`src/rtl/led_pwm_duty_decoder_pkg.sv`:
```
// Shared LED driver constants and the decoder state encoding.
// Not a datapath; adds no latency and applies no backpressure.
package led_pwm_duty_decoder_pkg;

  localparam int PWM_PERIOD = 16;
  localparam int LED_LVL_W  = 4;
  localparam int LVL_MAX    = (1 << LED_LVL_W) - 1;

  typedef enum logic {
    HUNT = 1'b0,
    MEAS = 1'b1
  } dec_state_t;

endpackage

```
`src/rtl/led_pwm_duty_decoder_sync_rise_det.sv`:
```
// Two-flop synchroniser with a delay stage and a rising-edge pulse.
// Synchronised level is two clocks behind the input; no backpressure.
module led_pwm_duty_decoder_sync_rise_det (
  input  logic clk,
  input  logic rst_n,
  input  logic din,
  output logic dout,
  output logic rise
);

  logic s1;
  logic s2;
  logic s3;

  always_ff @(posedge clk or negedge rst_n) begin
    if (!rst_n) begin
      s1 <= 1'b0;
      s2 <= 1'b0;
      s3 <= 1'b0;
    end else begin
      s1 <= din;
      s2 <= s1;
      s3 <= s2;
    end
  end

  assign dout = s2;
  assign rise = s2 & ~s3;

endmodule

```
`src/rtl/led_pwm_duty_decoder.sv`:
```
// Recovers the brightness level from a looped-back PWM line, one strobe per frame or timeout.
// Strobes appear 3 clocks after the closing input edge; free-running, no backpressure.
module led_pwm_duty_decoder
  import led_pwm_duty_decoder_pkg::*;
#(
  parameter int PERIOD  = PWM_PERIOD,
  parameter int LVL_W   = LED_LVL_W,
  parameter int TIMEOUT = 64
) (
  input  logic             clk,
  input  logic             rst_n,
  input  logic             pwm_in,
  output logic [LVL_W-1:0] level,
  output logic             level_valid,
  output logic             period_err,
  output logic             locked
);

  localparam int                CNT_W    = LVL_W + 1;
  localparam int                TMO_W    = $clog2(TIMEOUT);
  localparam logic [CNT_W-1:0]  CNT_MAX  = '1;
  localparam logic [CNT_W-1:0]  PER_C    = CNT_W'(PERIOD);
  localparam logic [TMO_W-1:0]  TMO_LAST = TMO_W'(TIMEOUT - 1);
  localparam logic [LVL_W-1:0]  LVL_TOP  = '1;

  logic             s2;
  logic             rise;
  dec_state_t       state, state_nxt;
  logic [CNT_W-1:0] per_cnt, per_nxt;
  logic [CNT_W-1:0] hi_cnt, hi_nxt;
  logic [TMO_W-1:0] tmo_cnt, tmo_nxt;
  logic [LVL_W-1:0] level_nxt;
  logic             valid_nxt;
  logic             err_nxt;
  logic             locked_nxt;

  led_pwm_duty_decoder_sync_rise_det u_sync (
    .clk   (clk),
    .rst_n (rst_n),
    .din   (pwm_in),
    .dout  (s2),
    .rise  (rise)
  );

  always_ff @(posedge clk or negedge rst_n) begin
    if (!rst_n) begin
      state       <= HUNT;
      per_cnt     <= '0;
      hi_cnt      <= '0;
      tmo_cnt     <= '0;
      level       <= '0;
      level_valid <= 1'b0;
      period_err  <= 1'b0;
      locked      <= 1'b0;
    end else begin
      state       <= state_nxt;
      per_cnt     <= per_nxt;
      hi_cnt      <= hi_nxt;
      tmo_cnt     <= tmo_nxt;
      level       <= level_nxt;
      level_valid <= valid_nxt;
      period_err  <= err_nxt;
      locked      <= locked_nxt;
    end
  end

  always_comb begin
    state_nxt  = state;
    per_nxt    = per_cnt;
    hi_nxt     = hi_cnt;
    tmo_nxt    = tmo_cnt;
    level_nxt  = level;
    valid_nxt  = 1'b0;
    err_nxt    = 1'b0;
    locked_nxt = locked;

    // The rise cycle closes the previous frame and is the first cycle of the next one.
    if (rise) begin
      if (state == MEAS) begin
        if (per_cnt == PER_C) begin
          level_nxt  = (hi_cnt > CNT_W'(LVL_TOP)) ? LVL_TOP : hi_cnt[LVL_W-1:0];
          valid_nxt  = 1'b1;
          locked_nxt = 1'b1;
        end else begin
          err_nxt    = 1'b1;
          locked_nxt = 1'b0;
        end
      end
      state_nxt = MEAS;
      per_nxt   = CNT_W'(1);
      hi_nxt    = CNT_W'(1);
      tmo_nxt   = '0;
    end else if (tmo_cnt == TMO_LAST) begin
      level_nxt  = s2 ? LVL_TOP : '0;
      valid_nxt  = 1'b1;
      locked_nxt = 1'b0;
      state_nxt  = HUNT;
      tmo_nxt    = '0;
    end else begin
      tmo_nxt = tmo_cnt + TMO_W'(1);
      if (state == MEAS) begin
        if (per_cnt != CNT_MAX) per_nxt = per_cnt + CNT_W'(1);
        if (s2 && (hi_cnt != CNT_MAX)) hi_nxt = hi_cnt + CNT_W'(1);
      end
    end
  end

endmodule

```
`config.mk`:
```
export PLATFORM = sky130hd
export DESIGN_NAME = led_pwm_duty_decoder
export DESIGN_NICKNAME = d
export VERILOG_FILES = /design/src/rtl/led_pwm_duty_decoder_pkg.sv /design/src/rtl/led_pwm_duty_decoder_sync_rise_det.sv /design/src/rtl/led_pwm_duty_decoder.sv
export SDC_FILE = /design/constraint.sdc
export NUM_CORES = 1
export LEC_CHECK = 0
export ABC_AREA = 1
export BUFFER_PORTS_ARGS = -buffer_cell sky130_fd_sc_hd__buf_2
export CORE_MARGIN = 1.5
export CORE_UTILIZATION = 50
export CTS_CLUSTER_SIZE = 40
export DETAILED_ROUTE_END_ITERATION = 7
export GPL_TIMING_DRIVEN = 1
export PLACE_DENSITY_LB_ADDON = 0.3
export SETUP_SLACK_MARGIN = 0.05
export SYNTH_ARGS = -nofsm -noshare
export SYNTH_HDL_FRONTEND = slang
export SYNTH_SLANG_ARGS = --single-unit
```
`constraint.sdc`:
```
create_clock -name clk -period 1.59 [get_ports clk]
set_input_delay 0.318 -clock clk [delete_from_list [all_inputs] [get_ports clk]]
set_output_delay 0.318 -clock clk [all_outputs]
set_load 0.03 [all_outputs]
```
## After elaboration in Yosys (flattened, before gate mapping)

Cells that the tools add are included.
W data, S select, Z words.

| storage, ports and cells | value |
|---|---|
| bits in registers | 27 |
| bits in latches | 0 |
| RAM bits | 0 |
| memory bits (read-only) | 0 |
| word-level logic and storage cells | 60 |
| memories | 0 |

| operators by class | value |
|---|---|
| add/subtract/negate cells | 3 |
| multiply operators | 0 |
| div/mod/pow operators | 0 |
| magnitude comparators | 1 |
| equal/unequal tests | 7 |
| shifts and indexed selects | 0 |
| multiplexer cells | 27 |
| bitwise operators | 2 |
| reduce and logical (&&, ||, !) cells | 9 |

Operators with widths:

| cell | count |
|---|---|
| $mux W5 | 8 |
| $mux W4 | 6 |
| $mux W6 | 2 |
| $mux W1 | 11 |
| $add A5 B1 Y5 const B | 2 |
| $ne A5 B5 Y1 const B | 2 |
| $reduce_and A3 Y1 | 3 |
| $reduce_bool A2 Y1 | 4 |
| $add A6 B1 Y6 const B | 1 |
| $eq A6 B6 Y1 const B | 1 |
| $eq A5 B5 Y1 const B | 1 |
| $gt A5 B4 Y1 const B | 1 |
| $ne A2 B1 Y1 const B | 2 |
| $ne A2 B2 Y1 const B | 1 |
| $reduce_and A2 Y1 | 1 |
| $and A1 B1 Y1 | 1 |
| $logic_and A1 B1 Y1 | 1 |
| $not A1 Y1 | 1 |

## Longest topological paths before layout

| logic depth | value |
|---|---|
| word-level depth | 6 |
| gate-level depth with buffers | 10 |
| gate-level depth less buffers | 10 |

## Hierarchy

A second synthesis with hierarchy kept.

| second synthesis, totals | value |
|---|---|
| cells, all modules | 151 |
| area, all modules | 1,383.8 um^2 |

Modules (own cells, without submodules):

| module | instances | cells an instance | area an instance (um^2) | seq. area each (um^2) |
|---|---|---|---|---|
| led_pwm_duty_decoder | 1 | 146 | 1,298.7 | 600.6 |
| led_pwm_duty_decoder_sync_rise_det | 1 | 5 | 85.1 | 75.1 |

## Worst setup path before layout

No wires, ideal clock.

| path | value |
|---|---|
| path kind | register to register |
| start | reg hi_cnt[0] |
| end | reg hi_cnt[4] |
| setup time | 0.074 ns |
| arrival | 1.347 ns |
| setup slack | 0.169 ns |
| stages on the path, launching flop included | 10 |
| buffers on the path | 0 |
| cells stage by stage | dfrtp_1 -> ha_1 -> nand2_1 -> nor2_1 -> ha_1 -> nor2_1 -> nand3_2 -> nand2_4 -> nand2_1 -> o21ai_2 |

| on the way | value |
|---|---|
| cells in the longest elaborated chain, start to end | 5 |
| elaborated cells between the ends (all ways) | 9 |

Ends and longest elaborated chain:

| item | RTL line | source |
|---|---|---|
| from (decl) | led_pwm_duty_decoder.sv:30 | `logic [CNT_W-1:0] hi_cnt, hi_nxt;` |
| from (signal assigned) | led_pwm_duty_decoder.sv:58 | `hi_cnt <= hi_nxt;` |
| $add A5 B1 Y5 | led_pwm_duty_decoder.sv:103 | `if (s2 && (hi_cnt != CNT_MAX)) hi_nxt = hi_cnt + CNT_W'(1);` |
| $mux W5 | led_pwm_duty_decoder.sv:103 |  |
| $mux W5 | led_pwm_duty_decoder.sv:101 | `if (state == MEAS) begin` |
| $mux W5 | led_pwm_duty_decoder.sv:93 | `end else if (tmo_cnt == TMO_LAST) begin` |
| $mux W5 | led_pwm_duty_decoder.sv:78 | `if (rise) begin` |

Several ways; a longest one is shown, not always the timed one. The select of a mux whose other input is x is not followed.
A chain may end at the register's enable or synchronous reset.

## Worst setup path after layout

| path | value |
|---|---|
| start | reg hi_cnt[0] |
| end | reg hi_cnt[3] |

Same word-level chain as after synthesis.

==> impl_metrics.ini <==
[status]
status = completed

[sta]
grt_setup_unrepaired = true
tightestPinTransition_ns = 0.602
timing.final.ws_setup_ns = 0.120
maxSlewHeadroom_pct = 59.9
timing.final.setup_violations = 0
final_max_slew_violation_count = 0
final.setup.tns_ns = 0
finalClockSkew_ns = 0.0149
final.min_clock_period_ns = 1.47
fmaxAchievable_mhz = 680
report.final.hold_viol_count = 0
post-route-period-util_pct = 92.5
holdWs_ns = 0.0813

[pwr]
power.total_mw = 1.70
power-per-cell-area_nw_per_um2 = 1110
vdd_drop_max_uv = 808
cellLeakagePower_nw = 0.837

[global_routing]
maximum_number_of_pins_on_one_net_before_global_route_repair = 28
grt_pass1_vias = 1024
global_route_wire_length_before_repair_mm = 4.24
grt_util_met1_pct = 21.4
remaining_global_route_overflow = 0
antenna_found_initial = 0
grtUsageMet3_pct = 2.11
globalRouteMet2Util_pct = 30.3
track_usage_pct = 17.3
gr-max-usage-layer = met2

[cells_and_area]
layout-drive-gt1-share_pct = 24.0
antenna_cells = 0
layout.cell_area.non_filler_um2 = 1530
final_nets = 186
final_cells = 205
area_delta_synth_final_pct = 12.2
fin_util_pct = 60.6

[critical_path]
cp_top_family = simple AND/OR/NAND/NOR gates
type_of_the_setup_path_with_the_least_slack = reg -> reg
critical_path_peak_fanout = 6
crit_path_max_incr_delay_ns = 0.42
crit_path_cell_trace = ha_2 > nand2_2 > nor2_2 > ha_2 > nor2_4 > nand3_4 > nand2_4 > nand2_1 > o21ai_1
crit_path_start_kind = flop
worst-endpoint-arrival_ns = 1.72
critical-path-top-cell-by-count = sky130_fd_sc_hd__ha_2
critPathCaptureType = flop
cpMaxStageDelayCell = sky130_fd_sc_hd__dfrtp_1
required_ns = 1.84
cp_num_buf_inv = 0
timing.reg2reg.setup_slack_ns = 0.12

[synth]
synth.ff_latch_count = 27
synth_top_family_by_area = simple AND/OR/NAND/NOR gates
synthMuxAreaShare_pct = 0
yosys.area_share.simple_pct = 29.7
postSynthNetCount = 169
synthCells = 159
synth_area_in_xor_xnor_pct = 1.29
synth_sequential_area_ratio_pct = 49.6
synth-compound-area-share_pct = 5.97
synth_fa_ha_area_share_pct = 6.43
syn_area_um2 = 1360
synth.avg_cell_area_um2 = 8.57
synthesis.yosys.warnings = 0
post_synth_num_cell_types = 21

[floorplan]
initial_core_util_pct = 54.0
design.die.area_um2 = 3050
die_w_um = 55.2
number_of_top_level_pins = 10
floorplan.rows = 18
die_h_um = 55.2
fp.coreArea_um2 = 2520

[route]
route.final.wire_length_mm = 2.42
drtPass1Iterations = 4
drt_iter0_markers = 34
wl_per_cell_um = 11.8
vias_per_cell = 4.99
postRouteAntennaNets = 0
drt_drc_violations_left = 0
num_vias = 1023

[run]
max_cap_violations = 0

[clocking]
tritoncts.num_buffers = 3
later_pin_clock_latency_in_the_skew_report_ns = 0.32
clockRootBuffer = sky130_fd_sc_hd__clkbuf_4
cts.htree.levels = 1
tritoncts = yes
clkTransAtPathRegs_ns = 0.15
tritoncts_num_sinks = 27
cts_buffer_depth = 2

[placement]
numPortBuffers = 9
globalplace.congestion = 0.766
dp_hpwl_mm = 1.75
dpl.cell_count = 198
post-place-ws_ns = 0.0114
place_area_um2 = 1440

[min_path]
holdCritPathClass = in -> reg
[layout make-up]
class,count,area (µm²)
inverter,22,82.6
fill,226,993
timing repair buffer,13,77.6
clock buffer,3,22.5
tap,30,37.5
sequential,27,676
multi-input combinational,109,628
clock inverter,1,5.00
[report_power, final]
group          total, mW  internal (mW)  leakage, nW  switching (mW)
clock network      0.296         0.0942       0.0177           0.202
logic              0.487          0.199        0.473           0.288
registers          0.918          0.813        0.346           0.105
total               1.70           1.11        0.837           0.595
[state kept, by name, summed over array words and instances, names as in the netlist, 4 cells and up]
| name | count |
|---|---|
| hi_cnt | 5 |
| level | 4 |
| per_cnt | 5 |
| tmo_cnt | 6 |
[cell usage after synthesis (all sizes together)]
cell	number	share of area [%]
clkbuf	1	1.0
dfrtp	27	50
a21oi	2	1.0
o21ai	12	5.0
nand3	11	5.1
nor2	21	6.5
xor2	2	1.3
nor3b	4	2.6
inv	22	6.1
ha	7	6.4
nand2	50	15
[kinds of logic after synthesis]
group,after synthesis
AOI/OAI and AO/OA,14
DFF,27
xor gates and xnor gates,2
buffers and inverters,23
adders and majority gates,7
and+or+nand+nor,86
[placed cells by master (no fill, tap or decap), types with 3 or more instances in the layout]
cell,instances
sky130_fd_sc_hd__buf_4,3
sky130_fd_sc_hd__nor3b_1,3
sky130_fd_sc_hd__clkbuf_4,3
sky130_fd_sc_hd__nand2_1,40
sky130_fd_sc_hd__o21ai_0,6
sky130_fd_sc_hd__inv_1,20
sky130_fd_sc_hd__o21ai_1,4
sky130_fd_sc_hd__nand2_2,8
sky130_fd_sc_hd__ha_1,4
sky130_fd_sc_hd__dfrtp_1,27
sky130_fd_sc_hd__nor2_1,17
sky130_fd_sc_hd__ha_2,3
sky130_fd_sc_hd__buf_2,9
sky130_fd_sc_hd__nand3_1,8
[final timing paths]
path,startpoint,to,cells past startpoint
setup / recovery,hi_cnt[0],hi_cnt[3],9
hold / removal,pwm_in,u_sync.s1,1
setup reg to reg,hi_cnt[0],hi_cnt[3],9
hold reg to reg,u_sync.s1,u_sync.dout,0
max in group asynchronous,rst_n,tmo_cnt[2],2
min in group asynchronous,rst_n,level[1],2
[layer usage]
| layer | share of wire, % | up-vias |
|---|---|---|
| met4 | 0.87 | 0 |
| met3 | 1.3 | 2 |
| met2 | 54 | 4 |
| met5 | 0 | - |
| met1 | 44 | 490 |
| li1 | - | 527 |
[worst reg2reg max path, cell delays in order (launching register included)]
cell and delay, ns:
sky130_fd_sc_hd__dfrtp_1 0.42, sky130_fd_sc_hd__ha_2 0.20, sky130_fd_sc_hd__nand2_2 0.08, sky130_fd_sc_hd__nor2_2 0.04, sky130_fd_sc_hd__ha_2 0.18, sky130_fd_sc_hd__nor2_4 0.11, sky130_fd_sc_hd__nand3_4 0.12, sky130_fd_sc_hd__nand2_4 0.12
sky130_fd_sc_hd__nand2_1 0.07, sky130_fd_sc_hd__o21ai_1 0.07
[timing repair]
| item | 4_1_cts | 5_1_grt |
|---|---|---|
| setup endpoints to repair | 5 | 10 |
| buffers inserted | 2 | 0 |
| hold buffers | 1 | 0 |
| hold endpoints to repair | 15 | 0 |
| pin swaps | 3 | 3 |
| resized for setup | 2 | 9 |
(Power assumes the default switching activity.)
